==> src/rtl/reg_wb_queue.sv <==
// -----------------------------------------------------------------------------
// reg_wb_queue
//
// Write-side front end for the 32x32 register file. Completed results
// (destination index + data) are accepted over a valid/ready handshake into
// a small in-order FIFO. The FIFO drains at most one entry per cycle into the
// register file write port whenever that port is granted. A scoreboard tells
// decode whether rs1/rs2 still have a queued write that has not retired.
//
// Optional feature: define WB_FWD_EN to add the rs1_fwd/rs2_fwd bypass
// outputs. Each one carries the data of the youngest queued write to that
// source register. Without the macro the ports do not exist and decode has
// to stall on busy.
//
// Parameters
//   DEPTH    FIFO entries, power of 2 in 2..16
//   PTR_W    log2(DEPTH)
//
// Ports
//   clk, reset            rising-edge clock, synchronous active-high reset
//   in_valid/in_ready     producer handshake (in_ready == !full)
//   in_rd, in_data        destination index and result value
//   wb_en                 register file write port granted this cycle
//   regwrite, rd, wd3     register file write strobe, index and data
//   rs1, rs2              decode source indices
//   rs1_busy, rs2_busy    a queued entry targets rs1 / rs2
//   rs1_fwd, rs2_fwd      youngest queued data for rs1 / rs2 (WB_FWD_EN only)
//   count                 number of occupied entries
// -----------------------------------------------------------------------------
module reg_wb_queue #(
    parameter int DEPTH = 4,
    parameter int PTR_W = 2
) (
    input  logic             clk,
    input  logic             reset,

    input  logic             in_valid,
    output logic             in_ready,
    input  logic [4:0]       in_rd,
    input  logic [31:0]      in_data,

    input  logic             wb_en,
    output logic             regwrite,
    output logic [4:0]       rd,
    output logic [31:0]      wd3,

    input  logic [4:0]       rs1,
    input  logic [4:0]       rs2,
    output logic             rs1_busy,
    output logic             rs2_busy,
`ifdef WB_FWD_EN
    output logic [31:0]      rs1_fwd,
    output logic [31:0]      rs2_fwd,
`endif
    output logic [PTR_W:0]   count
);

    // -------------------------------------------------------------------------
    // Storage and control state
    // -------------------------------------------------------------------------
    logic [4:0]        ent_rd_q   [DEPTH];
    logic [31:0]       ent_data_q [DEPTH];
    logic [DEPTH-1:0]  ent_vld_q, ent_vld_d;

    logic [PTR_W-1:0]  wptr_q, wptr_d;
    logic [PTR_W-1:0]  rptr_q, rptr_d;
    logic [PTR_W:0]    count_q, count_d;

    logic              empty;
    logic              full;
    logic              push;
    logic              pop;

    // Full and empty come from the occupancy count. The pointers alone cannot
    // tell the two states apart.
    assign empty    = (count_q == '0);
    assign full     = (count_q == (PTR_W+1)'(DEPTH));

    // A pop in this cycle does not free space until the next cycle. This keeps
    // in_ready independent of wb_en and removes any ready-to-grant comb path.
    assign in_ready = !full;

    // Writes to x0 complete the handshake but are never stored.
    assign push     = in_valid && !full && (in_rd != 5'd0);

    // The write strobe is suppressed during reset. The queued entries are
    // being discarded, so none of them may reach the register file.
    assign regwrite = wb_en && !empty && !reset;
    assign pop      = regwrite;

    assign rd       = empty ? 5'd0  : ent_rd_q[rptr_q];
    assign wd3      = empty ? 32'd0 : ent_data_q[rptr_q];
    assign count    = count_q;

    // -------------------------------------------------------------------------
    // Next-state logic
    // -------------------------------------------------------------------------
    always_comb begin
        ent_vld_d = ent_vld_q;
        wptr_d    = wptr_q;
        rptr_d    = rptr_q;
        count_d   = count_q;

        // Push and pop never hit the same slot. A pop needs at least one entry.
        // A push needs at least one free slot. So the two pointers differ
        // whenever both operations are active.
        if (pop) begin
            ent_vld_d[rptr_q] = 1'b0;
            rptr_d            = rptr_q + 1'b1;
        end
        if (push) begin
            ent_vld_d[wptr_q] = 1'b1;
            wptr_d            = wptr_q + 1'b1;
        end

        unique case ({push, pop})
            2'b10:   count_d = count_q + 1'b1;
            2'b01:   count_d = count_q - 1'b1;
            default: count_d = count_q;
        endcase
    end

    always_ff @(posedge clk) begin
        if (reset) begin
            ent_vld_q <= '0;
            wptr_q    <= '0;
            rptr_q    <= '0;
            count_q   <= '0;
        end else begin
            ent_vld_q <= ent_vld_d;
            wptr_q    <= wptr_d;
            rptr_q    <= rptr_d;
            count_q   <= count_d;
        end
    end

    // The payload needs no reset. A slot is only observed while its valid
    // bit is set.
    always_ff @(posedge clk) begin
        if (push) begin
            ent_rd_q[wptr_q]   <= in_rd;
            ent_data_q[wptr_q] <= in_data;
        end
    end

    // -------------------------------------------------------------------------
    // Scoreboard
    // -------------------------------------------------------------------------
    // The scoreboard is built from registered state only. The head that
    // retires this cycle still reports busy. An entry pushed this cycle only
    // becomes visible on the next cycle.
    always_comb begin
        rs1_busy = 1'b0;
        rs2_busy = 1'b0;
        for (int i = 0; i < DEPTH; i++) begin
            if (ent_vld_q[i] && (ent_rd_q[i] == rs1) && (rs1 != 5'd0))
                rs1_busy = 1'b1;
            if (ent_vld_q[i] && (ent_rd_q[i] == rs2) && (rs2 != 5'd0))
                rs2_busy = 1'b1;
        end
    end

`ifdef WB_FWD_EN
    // -------------------------------------------------------------------------
    // Forwarding
    // -------------------------------------------------------------------------
    // Slots are walked by age, from the head (oldest) toward the write
    // pointer (youngest). The last match wins, so the youngest matching write
    // is forwarded. Physical slot order is meaningless once the pointers
    // wrap.
    logic [PTR_W-1:0] fwd_slot;

    always_comb begin
        rs1_fwd  = 32'd0;
        rs2_fwd  = 32'd0;
        fwd_slot = rptr_q;
        for (int k = 0; k < DEPTH; k++) begin
            fwd_slot = rptr_q + PTR_W'(k);
            if (ent_vld_q[fwd_slot] && (ent_rd_q[fwd_slot] == rs1) && (rs1 != 5'd0))
                rs1_fwd = ent_data_q[fwd_slot];
            if (ent_vld_q[fwd_slot] && (ent_rd_q[fwd_slot] == rs2) && (rs2 != 5'd0))
                rs2_fwd = ent_data_q[fwd_slot];
        end
    end
`endif

endmodule
==> config.mk <==
export PLATFORM = sky130hd
export DESIGN_NAME = reg_wb_queue
export DESIGN_NICKNAME = d
export VERILOG_FILES = /design/src/rtl/reg_wb_queue.sv
export SDC_FILE = /design/constraint.sdc
export NUM_CORES = 1
export LEC_CHECK = 0
export CAP_MARGIN = 20
export CORE_MARGIN = 5
export CORE_UTILIZATION = 55
export DETAILED_ROUTE_END_ITERATION = 10
export PLACE_DENSITY = 0.92
export SLEW_MARGIN = 10
export SYNTH_ARGS = -nofsm -noshare
export SYNTH_HDL_FRONTEND = slang
export SYNTH_SLANG_ARGS = --single-unit
==> constraint.sdc <==
create_clock -name clk -period 6.2 [get_ports clk]
set_input_delay 1.55 -clock clk [delete_from_list [all_inputs] [get_ports clk]]
set_output_delay 1.55 -clock clk [all_outputs]
set_load 0.05 [all_outputs]
==> impl_metrics.json, run 1 <==
{
  "layout_min_cycle_time_ps": 5370,
  "swShare_pct": 32.4,
  "ys_ff_latch": 161,
  "critical_path_class": "in2out",
  "ys_seq_area_share_pct": 69.4,
  "maxCapViolCount": 0,
  "crit_path_top_delay_cell": "clkdlybuf4s50_1",
  "holdCritPathClass": "reg2reg",
  "place_area_um2": 7840,
  "area_growth_pct": 23.7,
  "fmax_mhz": 186,
  "layout-drive-gt1-share_pct": 15.9,
  "outcome": "finished clean",
  "setup_viol": 0,
  "core_um2": 12100,
  "cts_made_buffers": 17,
  "wl_um": 13100,
  "p_leak_uw": 0.00274,
  "wl_per_cell_um": 20.1,
  "finalHoldViolCount": 0,
  "syn_area_um2": 6780,
  "p_int_uw": 2210,
  "cts_sinks": 161,
  "worstPathMaxFanout": 5,
  "syn_inst": 381,
  "clkPwrFrac_pct": 29.2,
  "fin_util_pct": 69.5,
  "die_area_um2": 14700,
  "synth.distinct_cells": 29,
  "cp-end-kind": "output pin",
  "fin_nets": 532,
  "antenna_found_initial": 0,
  "setup_tns_ps": 0,
  "slew_violations": 0,
  "cts_root_buf": "clkbuf_16",
  "arrival_ps": 3820,
  "tightest_slew_ps": 1050,
  "ios": 95,
  "vias": 3594,
  "start_util_pct": 56.2,
  "drcViolationCount": 0,
  "synth_nets": 442,
  "mostFrequentLayoutCells": "edfxtp_1, clkdlybuf4s50_1, mux4_2, and2_1, xor2_1",
  "skew_ps": 5.85,
  "final_common_cell": "edfxtp_1",
  "grt_max_degree": 42,
  "dp_hpwl_um": 8260,
  "ir_worst_vdd_mv": 0.215,
  "cts_resized": 0,
  "insertion_delay_ps": 410,
  "yosys_warnings": 0,
  "cts.clk_slew.worst_paths_ps": 60,
  "crit_chain": "clkdlybuf4s50_1 > xor2_1 > nor4_1 > nand3_1 > nand4_1 > o21a_1 > clkdlybuf4s50_1",
  "rows": 40,
  "diodes": 0,
  "cts_setup_buffers": 0,
  "place_congestion": 0.921,
  "crit_top_cell": "clkdlybuf4s50_1",
  "drt_first_pass_iters": 6,
  "grt_usage_pct": 19.1,
  "synth_top_area_share_pct": 65.5,
  "instances_no_fill": 652,
  "die_w_um": 121,
  "seq_power_share_pct": 41.0,
  "stdcell_area_um2": 8390,
  "overflow": 0,
  "relSlewSlack_pct": 30.0,
  "cpPeakStageDelay_ps": 790,
  "fillers": 790,
  "hold_buffers": 0,
  "rsz0062_at_grt": "false",
  "fin_crit_sh_pct": 86.6,
  "dr.first_iter.drc_count": 264,
  "power_frac_comb_pct": 29.8,
  "grt_pass1_wl_um": 20900,
  "die_y_um": 121,
  "grt_pass1_vias": 3899,
  "cts_tree": "yes",
  "start_kind": "input port",
  "synth.area.top_cells": "edfxtp_1, mux4_2, xor2_1",
  "via_per_inst": 5.51,
  "dpl.cell_count": 620,
  "switchingPower_uw": 1060,
  "powerDensity_nw_per_um2": 389,
  "post-synth-top-area-cell": "edfxtp_1",
  "critPathRequiredTime_ps": 4650,
  "avgSynthCellArea_um2": 17.8,
  "clockBufferDepth": 2,
  "portBuffers": 94,
  "postRouteAntennaNets": 0,
  "htree_levels": 4
}
[power by group through the flow]
stage	combinational [uW]	sequential [uW]	clock (uW)
3_3_place_gp	970	1360	0
3_5_place_dp	983	1360	0
2_1_floorplan	688	1330	0
6_report	973	1340	951
4_1_cts	987	1340	964
5_1_grt	1020	1350	1020
[worst max-delay path: cells and delay by family]
kind,cells,cell delay [ps]
AO/OA/AOI/OAI,1,130
XOR/XNOR,1,210
buffers and inverters,2,1340
AND/OR/NAND/NOR,3,580
[layer usage]
layer  routed length, um  up-vias  share of wire [%]  track usage, %
met5                   0        -                  0               0
met1                5530     1818                 42            24.1
met4                 284        0                2.2            7.37
li1                    -     1641                  -               -
met2                6620      116                 51            32.3
met3                 663       19                5.1            4.43
[cells in the mapped netlist]
| cell type | number |
|---|---|
| xnor2_1 | 10 |
| a22oi_2 | 4 |
| inv_1 | 8 |
| edfxtp_1 | 148 |
| or4_1 | 3 |
| dfxtp_1 | 13 |
| nor2_1 | 12 |
| fa_1 | 1 |
| mux4_2 | 37 |
| a21oi_1 | 3 |
| buf_2 | 3 |
| o21ai_0 | 1 |
| clkbuf_2 | 1 |
| buf_1 | 4 |
| o21a_1 | 2 |
| or3_1 | 2 |
| mux2i_1 | 1 |
| ha_1 | 9 |
| o211a_1 | 1 |
| nand3_1 | 14 |
| buf_4 | 1 |
| and2_2 | 4 |
| buf_6 | 1 |
| clkbuf_1 | 15 |
| xor2_1 | 34 |
| nand2_1 | 2 |
| and2_1 | 37 |
| nor4_1 | 8 |
| nand4_1 | 2 |
[through the flow]
stage	total power (uW)	hold WS [ps]	worst slack, ps
floorplan	2020	476	1940
global placement	2330	497	908
detailed placement	2350	503	837
CTS	3290	538	831
global route	3390	569	729
finish	3260	539	830
[kinds of logic after synthesis]
| logic type | synth area share [%] |
|---|---|
| AOI/OAI and AO/OA | 1.40 |
| xor gates and xnor gates | 5.68 |
| adders and majority gates | 1.96 |
| buffers and inverters | 2.07 |
| DFF | 69.4 |
| muxes | 12.4 |
| and+or+nand+nor | 7.10 |
[state kept, by name, indices dropped and copies added, names as in the netlist, named ones only]
| register | flops |
|---|---|
| ent_data_q | 128 |
| ent_vld_q | 4 |
| wptr_q | 2 |
| ent_rd_q | 20 |
| rptr_q | 2 |
| count | 3 |
[cell type report]
cell class	count	area, um^2	area share [%]
sequential	161	4710	56.1
multi-input combinational	187	1940	23.1
timing repair buffer	96	956	11.4
clock buffer	18	429	5.12
tap	168	210	2.51
clock inverter	14	118	1.40
inverter	8	30.0	0.358
[final timing paths]
path,from,to,slack (ps),cells after the start
hold reg to reg,rptr_q[1]$_SDFFE_PP0N_,flop,540,2
setup / recovery,rs2[3],rs2_busy,830,7
hold / removal,rptr_q[1]$_SDFFE_PP0N_,flop,540,2
setup reg to reg,count[0]$_SDFFE_PP0P_,count[2]$_SDFFE_PP0P_,3450,10
Note: power is estimated with default switching activity, not from simulation.
==> run 2: changes to the inputs <==
--- a/config.mk
+++ b/config.mk
@@ -7,10 +7,10 @@
 export LEC_CHECK = 0
 export CAP_MARGIN = 20
 export CORE_MARGIN = 5
-export CORE_UTILIZATION = 55
+export CORE_UTILIZATION = 54
 export DETAILED_ROUTE_END_ITERATION = 10
-export PLACE_DENSITY = 0.92
-export SLEW_MARGIN = 10
+export PLACE_DENSITY = 0.88
+export SLEW_MARGIN = 15
 export SYNTH_ARGS = -nofsm -noshare
 export SYNTH_HDL_FRONTEND = slang
 export SYNTH_SLANG_ARGS = --single-unit
==> constraint.sdc (replaced) <==
create_clock -name clk -period 5.8 [get_ports clk]
set_input_delay 1.45 -clock clk [delete_from_list [all_inputs] [get_ports clk]]
set_output_delay 1.45 -clock clk [all_outputs]
set_load 0.05 [all_outputs]
==> impl_metrics.json, run 2 (synthesis gave the netlist of run 1 again) <==
{
  "grt_max_degree": 38,
  "fin_nets": 534,
  "crit_family": "buffers and inverters",
  "rsz0062_at_grt": "false",
  "grt_usage_pct": 19.4,
  "largest_reg_flops": 128,
  "critPathBufInv": 2,
  "p_leak_uw": 0.00276,
  "seq_power_share_pct": 40.0,
  "r2r-end": "count[2]$_SDFFE_PP0P_",
  "crit_chain": "clkdlybuf4s50_1 > xor2_1 > nor4_1 > nand3_1 > nand4_1 > o21a_1 > clkdlybuf4s50_1",
  "cts_tree": "yes",
  "cpPeakStageDelay_ps": 810,
  "diodes": 0,
  "ir_worst_vdd_mv": 0.275,
  "ff2ff_setup_slack_ps": 3210,
  "insertion_delay_ps": 410,
  "critical_path_class": "in2out",
  "layout_min_cycle_time_ps": 5160,
  "die_area_um2": 14900,
  "area_growth_pct": 24.5,
  "holdCritPathClass": "reg2reg",
  "power.total_uw": 3580,
  "overflow": 0,
  "start_util_pct": 54.4,
  "dr.first_iter.drc_count": 165,
  "dp_hpwl_um": 8420,
  "powerDensity_nw_per_um2": 423,
  "arrival_ps": 3710,
  "cts_setup_buffers": 0,
  "fin_util_pct": 67.8,
  "rows": 41,
  "crit_path_top_delay_cell": "clkdlybuf4s50_1",
  "core_um2": 12500,
  "whs_endpoint": "count[2]$_SDFFE_PP0P_",
  "htree_levels": 4,
  "relSlewSlack_pct": 29.2,
  "fmax_mhz": 194,
  "tightest_slew_ps": 1060,
  "worstRegToRegCells": 9,
  "wl_per_cell_um": 20.4,
  "place_congestion": 0.873,
  "finalHoldViolCount": 0,
  "ios": 95,
  "grt_pass1_wl_um": 21100,
  "largest-register": "ent_data_q",
  "skew_ps": 4.86,
  "wl_um": 13400,
  "mostFrequentLayoutCells": "edfxtp_1, clkdlybuf4s50_1, mux4_2, and2_1, xor2_1",
  "worstPathMaxFanout": 5,
  "outcome": "finished clean",
  "fillers": 818,
  "antenna_found_initial": 0,
  "slew_violations": 0,
  "power_frac_comb_pct": 29.8,
  "swShare_pct": 31.4,
  "fin_crit_sh_pct": 89.0,
  "setup_tns_ps": 0,
  "portBuffers": 94,
  "hold_buffers": 0,
  "die_y_um": 122,
  "setup_viol": 0,
  "start_kind": "input port",
  "timing.rr.start": "count[2]$_SDFFE_PP0P_",
  "postRouteAntennaNets": 0,
  "layout-drive-gt1-share_pct": 15.6,
  "min_from": "count[2]$_SDFFE_PP0P_",
  "fin_hold_ws_ps": 524,
  "drcViolationCount": 0,
  "cts.clk_slew.worst_paths_ps": 60,
  "clkPwrFrac_pct": 30.2,
  "via_per_inst": 5.48,
  "grt_pass1_vias": 3902,
  "cts_root_buf": "clkbuf_16",
  "p_int_uw": 2450,
  "cp-end-kind": "output pin",
  "clockBufferDepth": 2,
  "maxCapViolCount": 0,
  "cts_made_buffers": 17,
  "vias": 3606,
  "crit_top_cell": "clkdlybuf4s50_1",
  "die_w_um": 122,
  "final_common_cell": "edfxtp_1",
  "hold_depth": 2,
  "switchingPower_uw": 1120,
  "reg_top3": "ent_data_q (128), ent_rd_q (20), ent_vld_q (4)",
  "cts_resized": 0,
  "drt_first_pass_iters": 4,
  "critPathRequiredTime_ps": 4350,
  "cts_sinks": 161
}
[run 2: routing by layer]
metal / share of wire (%) / global-route usage (%) / wire (um)
met5: 0 / 0 / 0
met4: 1.1 / 5.88 / 149
met3: 7.1 / 7.24 / 947
met2: 52 / 31.4 / 6930
met1: 40 / 24.8 / 5370
[run 2: power by group through the flow]
stage	clock, uW	combinational [uW]	sequential, uW
2_1_floorplan	0	735	1420
3_3_place_gp	0	1050	1450
3_5_place_dp	0	1060	1460
4_1_cts	1100	1070	1440
5_1_grt	1160	1130	1450
6_report	1080	1060	1430
[run 2: worst max-delay path by stage]
stage                 from       end  slack (ps)  cells after the start
global route        rs1[2]  rs1_busy         510                      7
detailed placement  rs1[2]  rs1_busy         670                      7
global placement    rs2[3]  rs2_busy         770                      7
CTS                 rs1[2]  rs1_busy         650                      7
finish              rs1[4]  rs1_busy         640                      7
floorplan           rs2[3]  rs2_busy        1740                      6
[run 2: area by class of cell]
class	instances	area [um^2]	share of cell area [%]
sequential	161	4710	55.7
multi-input combinational	187	1940	22.9
timing repair buffer	98	978	11.6
clock buffer	20	437	5.17
tap	172	215	2.55
clock inverter	12	141	1.67
inverter	8	30.0	0.356
[run 2: metrics by stage]
step	setup WS (ps)	instances	instance area (um^2)
6_report	638	658	8450
3_3_place_gp	767	625	7850
5_1_grt	509	658	8450
3_5_place_dp	665	625	7850
2_1_floorplan	1740	381	6780
4_1_cts	654	657	8430
[run 2: worst register-to-register path, stage by stage (launching register included)]
cell and delay (ps):
dfxtp_1 380, or3_1 480, nand2_1 210, nor2_1 170, ha_1 210, inv_1 70
fa_1 380, xor2_1 160, or3_1 320, a21oi_1 140
==> run 3: changes to the inputs <==
--- a/config.mk
+++ b/config.mk
@@ -10,6 +10,8 @@
 export CORE_UTILIZATION = 54
 export DETAILED_ROUTE_END_ITERATION = 10
 export PLACE_DENSITY = 0.88
+export RECOVER_POWER = 50
+export SKIP_CTS_REPAIR_TIMING = 1
 export SLEW_MARGIN = 15
 export SYNTH_ARGS = -nofsm -noshare
 export SYNTH_HDL_FRONTEND = slang
==> constraint.sdc (replaced) <==
create_clock -name clk -period 5.8 [get_ports clk]
set_input_delay 1.74 -clock clk [delete_from_list [all_inputs] [get_ports clk]]
set_output_delay 1.74 -clock clk [all_outputs]
set_load 0.05 [all_outputs]
==> impl_metrics.json, run 3 (synthesis gave the netlist of run 1 again) <==
{
  "grt_pass1_vias": 3829,
  "tightest_slew_ps": 2800,
  "drt_first_pass_iters": 4,
  "cts.clk_slew.worst_paths_ps": 60,
  "postRouteAntennaNets": 0,
  "wl_per_cell_um": 19.5,
  "core_um2": 12500,
  "cts_tree": "yes",
  "reg_top3": "ent_data_q (128), ent_rd_q (20), ent_vld_q (4)",
  "die_area_um2": 14900,
  "largest-register": "ent_data_q",
  "relSlewSlack_pct": -86.5,
  "cts_sinks": 161,
  "vias": 3595,
  "slew_violations": 114,
  "layout-drive-gt1-share_pct": 15.2,
  "cp-end-kind": "output pin",
  "grt_pass1_wl_um": 20500,
  "mostFrequentLayoutCells": "edfxtp_1, clkdlybuf4s50_1, dlygate4sd3_1",
  "holdCritPathClass": "reg2reg",
  "grt_usage_pct": 18.8,
  "ir_worst_vdd_mv": 0.298,
  "start_util_pct": 54.4,
  "instances_no_fill": 662,
  "setup_viol": 0,
  "clockBufferDepth": 2,
  "worstPathMaxFanout": 6,
  "cts_root_buf": "clkbuf_16",
  "fmax_mhz": 191,
  "place_congestion": 0.952,
  "layout_min_cycle_time_ps": 5240,
  "fin_crit_sh_pct": 90.3,
  "wl_um": 12900,
  "dpl.cell_count": 626,
  "fin_nets": 534,
  "finalHoldViolCount": 0,
  "final_common_cell": "edfxtp_1",
  "crit_chain": "dlygate4sd3_1 > nand2_1 > nor2_1 > clkdlybuf4s50_1",
  "critPathRequiredTime_ps": 4060,
  "area_growth_pct": 23.4,
  "arrival_ps": 3500,
  "fillers": 833,
  "cpPeakStageDelay_ps": 820,
  "fin_hold_ws_ps": 525,
  "overflow": 0,
  "cts_made_buffers": 17,
  "dp_hpwl_um": 8260,
  "setup_tns_ps": 0,
  "die_w_um": 122,
  "htree_levels": 4,
  "maxCapViolCount": 3,
  "antenna_found_initial": 4,
  "insertion_delay_ps": 420,
  "via_per_inst": 5.43,
  "p_leak_uw": 0.00274,
  "rows": 41,
  "drcViolationCount": 0,
  "ios": 95,
  "start_kind": "input port",
  "rsz0062_at_grt": "false",
  "die_y_um": 122,
  "violations": "max-capacitance violations, max-slew violations",
  "critical_path_class": "in2out",
  "critPathBufInv": 2,
  "outcome": "finished with violations",
  "dr.first_iter.drc_count": 151,
  "crit_family": "buffers and inverters",
  "portBuffers": 94,
  "skew_ps": 8.39,
  "powerDensity_nw_per_um2": 411,
  "largest_reg_flops": 128,
  "grt_max_degree": 38,
  "crit_path_top_delay_cell": "clkdlybuf4s50_1"
}
run 3: changes by cell type in the layout (fill, tap and decap cells not counted), moves of 3 or more:
cell             previous run  this run
clkdlybuf4s50_1            94        50
buf_4                       3         6
clkinv_4                    1         4
diode_2                     0         4
a22oi_2                     4         1
dlygate4sd3_1               0        42
a22oi_1                     0         3
bufinv_16                   3         0
and2_2                      4         1
run 3: final cells by class:
type	count	area (um^2)	share of cell area [%]
sequential	161	4710	56.2
multi-input combinational	187	1920	22.9
timing repair buffer	98	966	11.5
clock buffer	19	433	5.17
tap	172	215	2.57
clock inverter	13	90.1	1.08
inverter	8	30.0	0.359
antenna	4	10.0	0.120
run 3: worst register-to-register path: cells and delay by family, from the launching register on:
kind | cells | cell delay [ps]
AO/OA/AOI/OAI | 1 | 420
AND/OR/NAND/NOR | 2 | 2220
flip-flops | 1 | 380
buffers and inverters | 1 | 90
run 3: final timing paths:
check / from / endpoint / slack, ps / depth (start not counted)
worst max register to register: count[0]$_SDFFE_PP0P_ / ent_data_q[1][17]$_DFFE_PP_ / 2230 / 4
worst min-delay path: count[2]$_SDFFE_PP0P_ / count[2]$_SDFFE_PP0P_ / 520 / 2
worst max-delay path: wb_en / regwrite / 560 / 4
worst min register to register: count[2]$_SDFFE_PP0P_ / count[2]$_SDFFE_PP0P_ / 520 / 2
run 3: metal layers:
metal	up-vias	wire, um	track usage [%]
met3	24	915	5.76
li1	1651	-	-
met1	1807	5460	24.0
met2	113	6240	30.1
met5	-	0	0
met4	0	272	8.19
run 3: where the power goes:
part / switching, uW / internal, uW / total, uW / leakage (uW)
clock network: 433 / 544 / 977 / 0.000242
registers: 57.7 / 1370 / 1420 / 0.00146
logic: 641 / 403 / 1040 / 0.00104
total: 1130 / 2310 / 3440 / 0.00274
run 3: metrics by stage:
stage	setup WS, ps	cell area [um^2]	power [uW]	utilization (%)
6_report	564	8370	3440	67.1
5_1_grt	406	8370	3590	67.1
4_1_cts	637	8380	3480	67.2
3_5_place_dp	640	7860	2510	63.0
3_3_place_gp	664	7860	2490	63.0
2_1_floorplan	1160	6780	2160	-
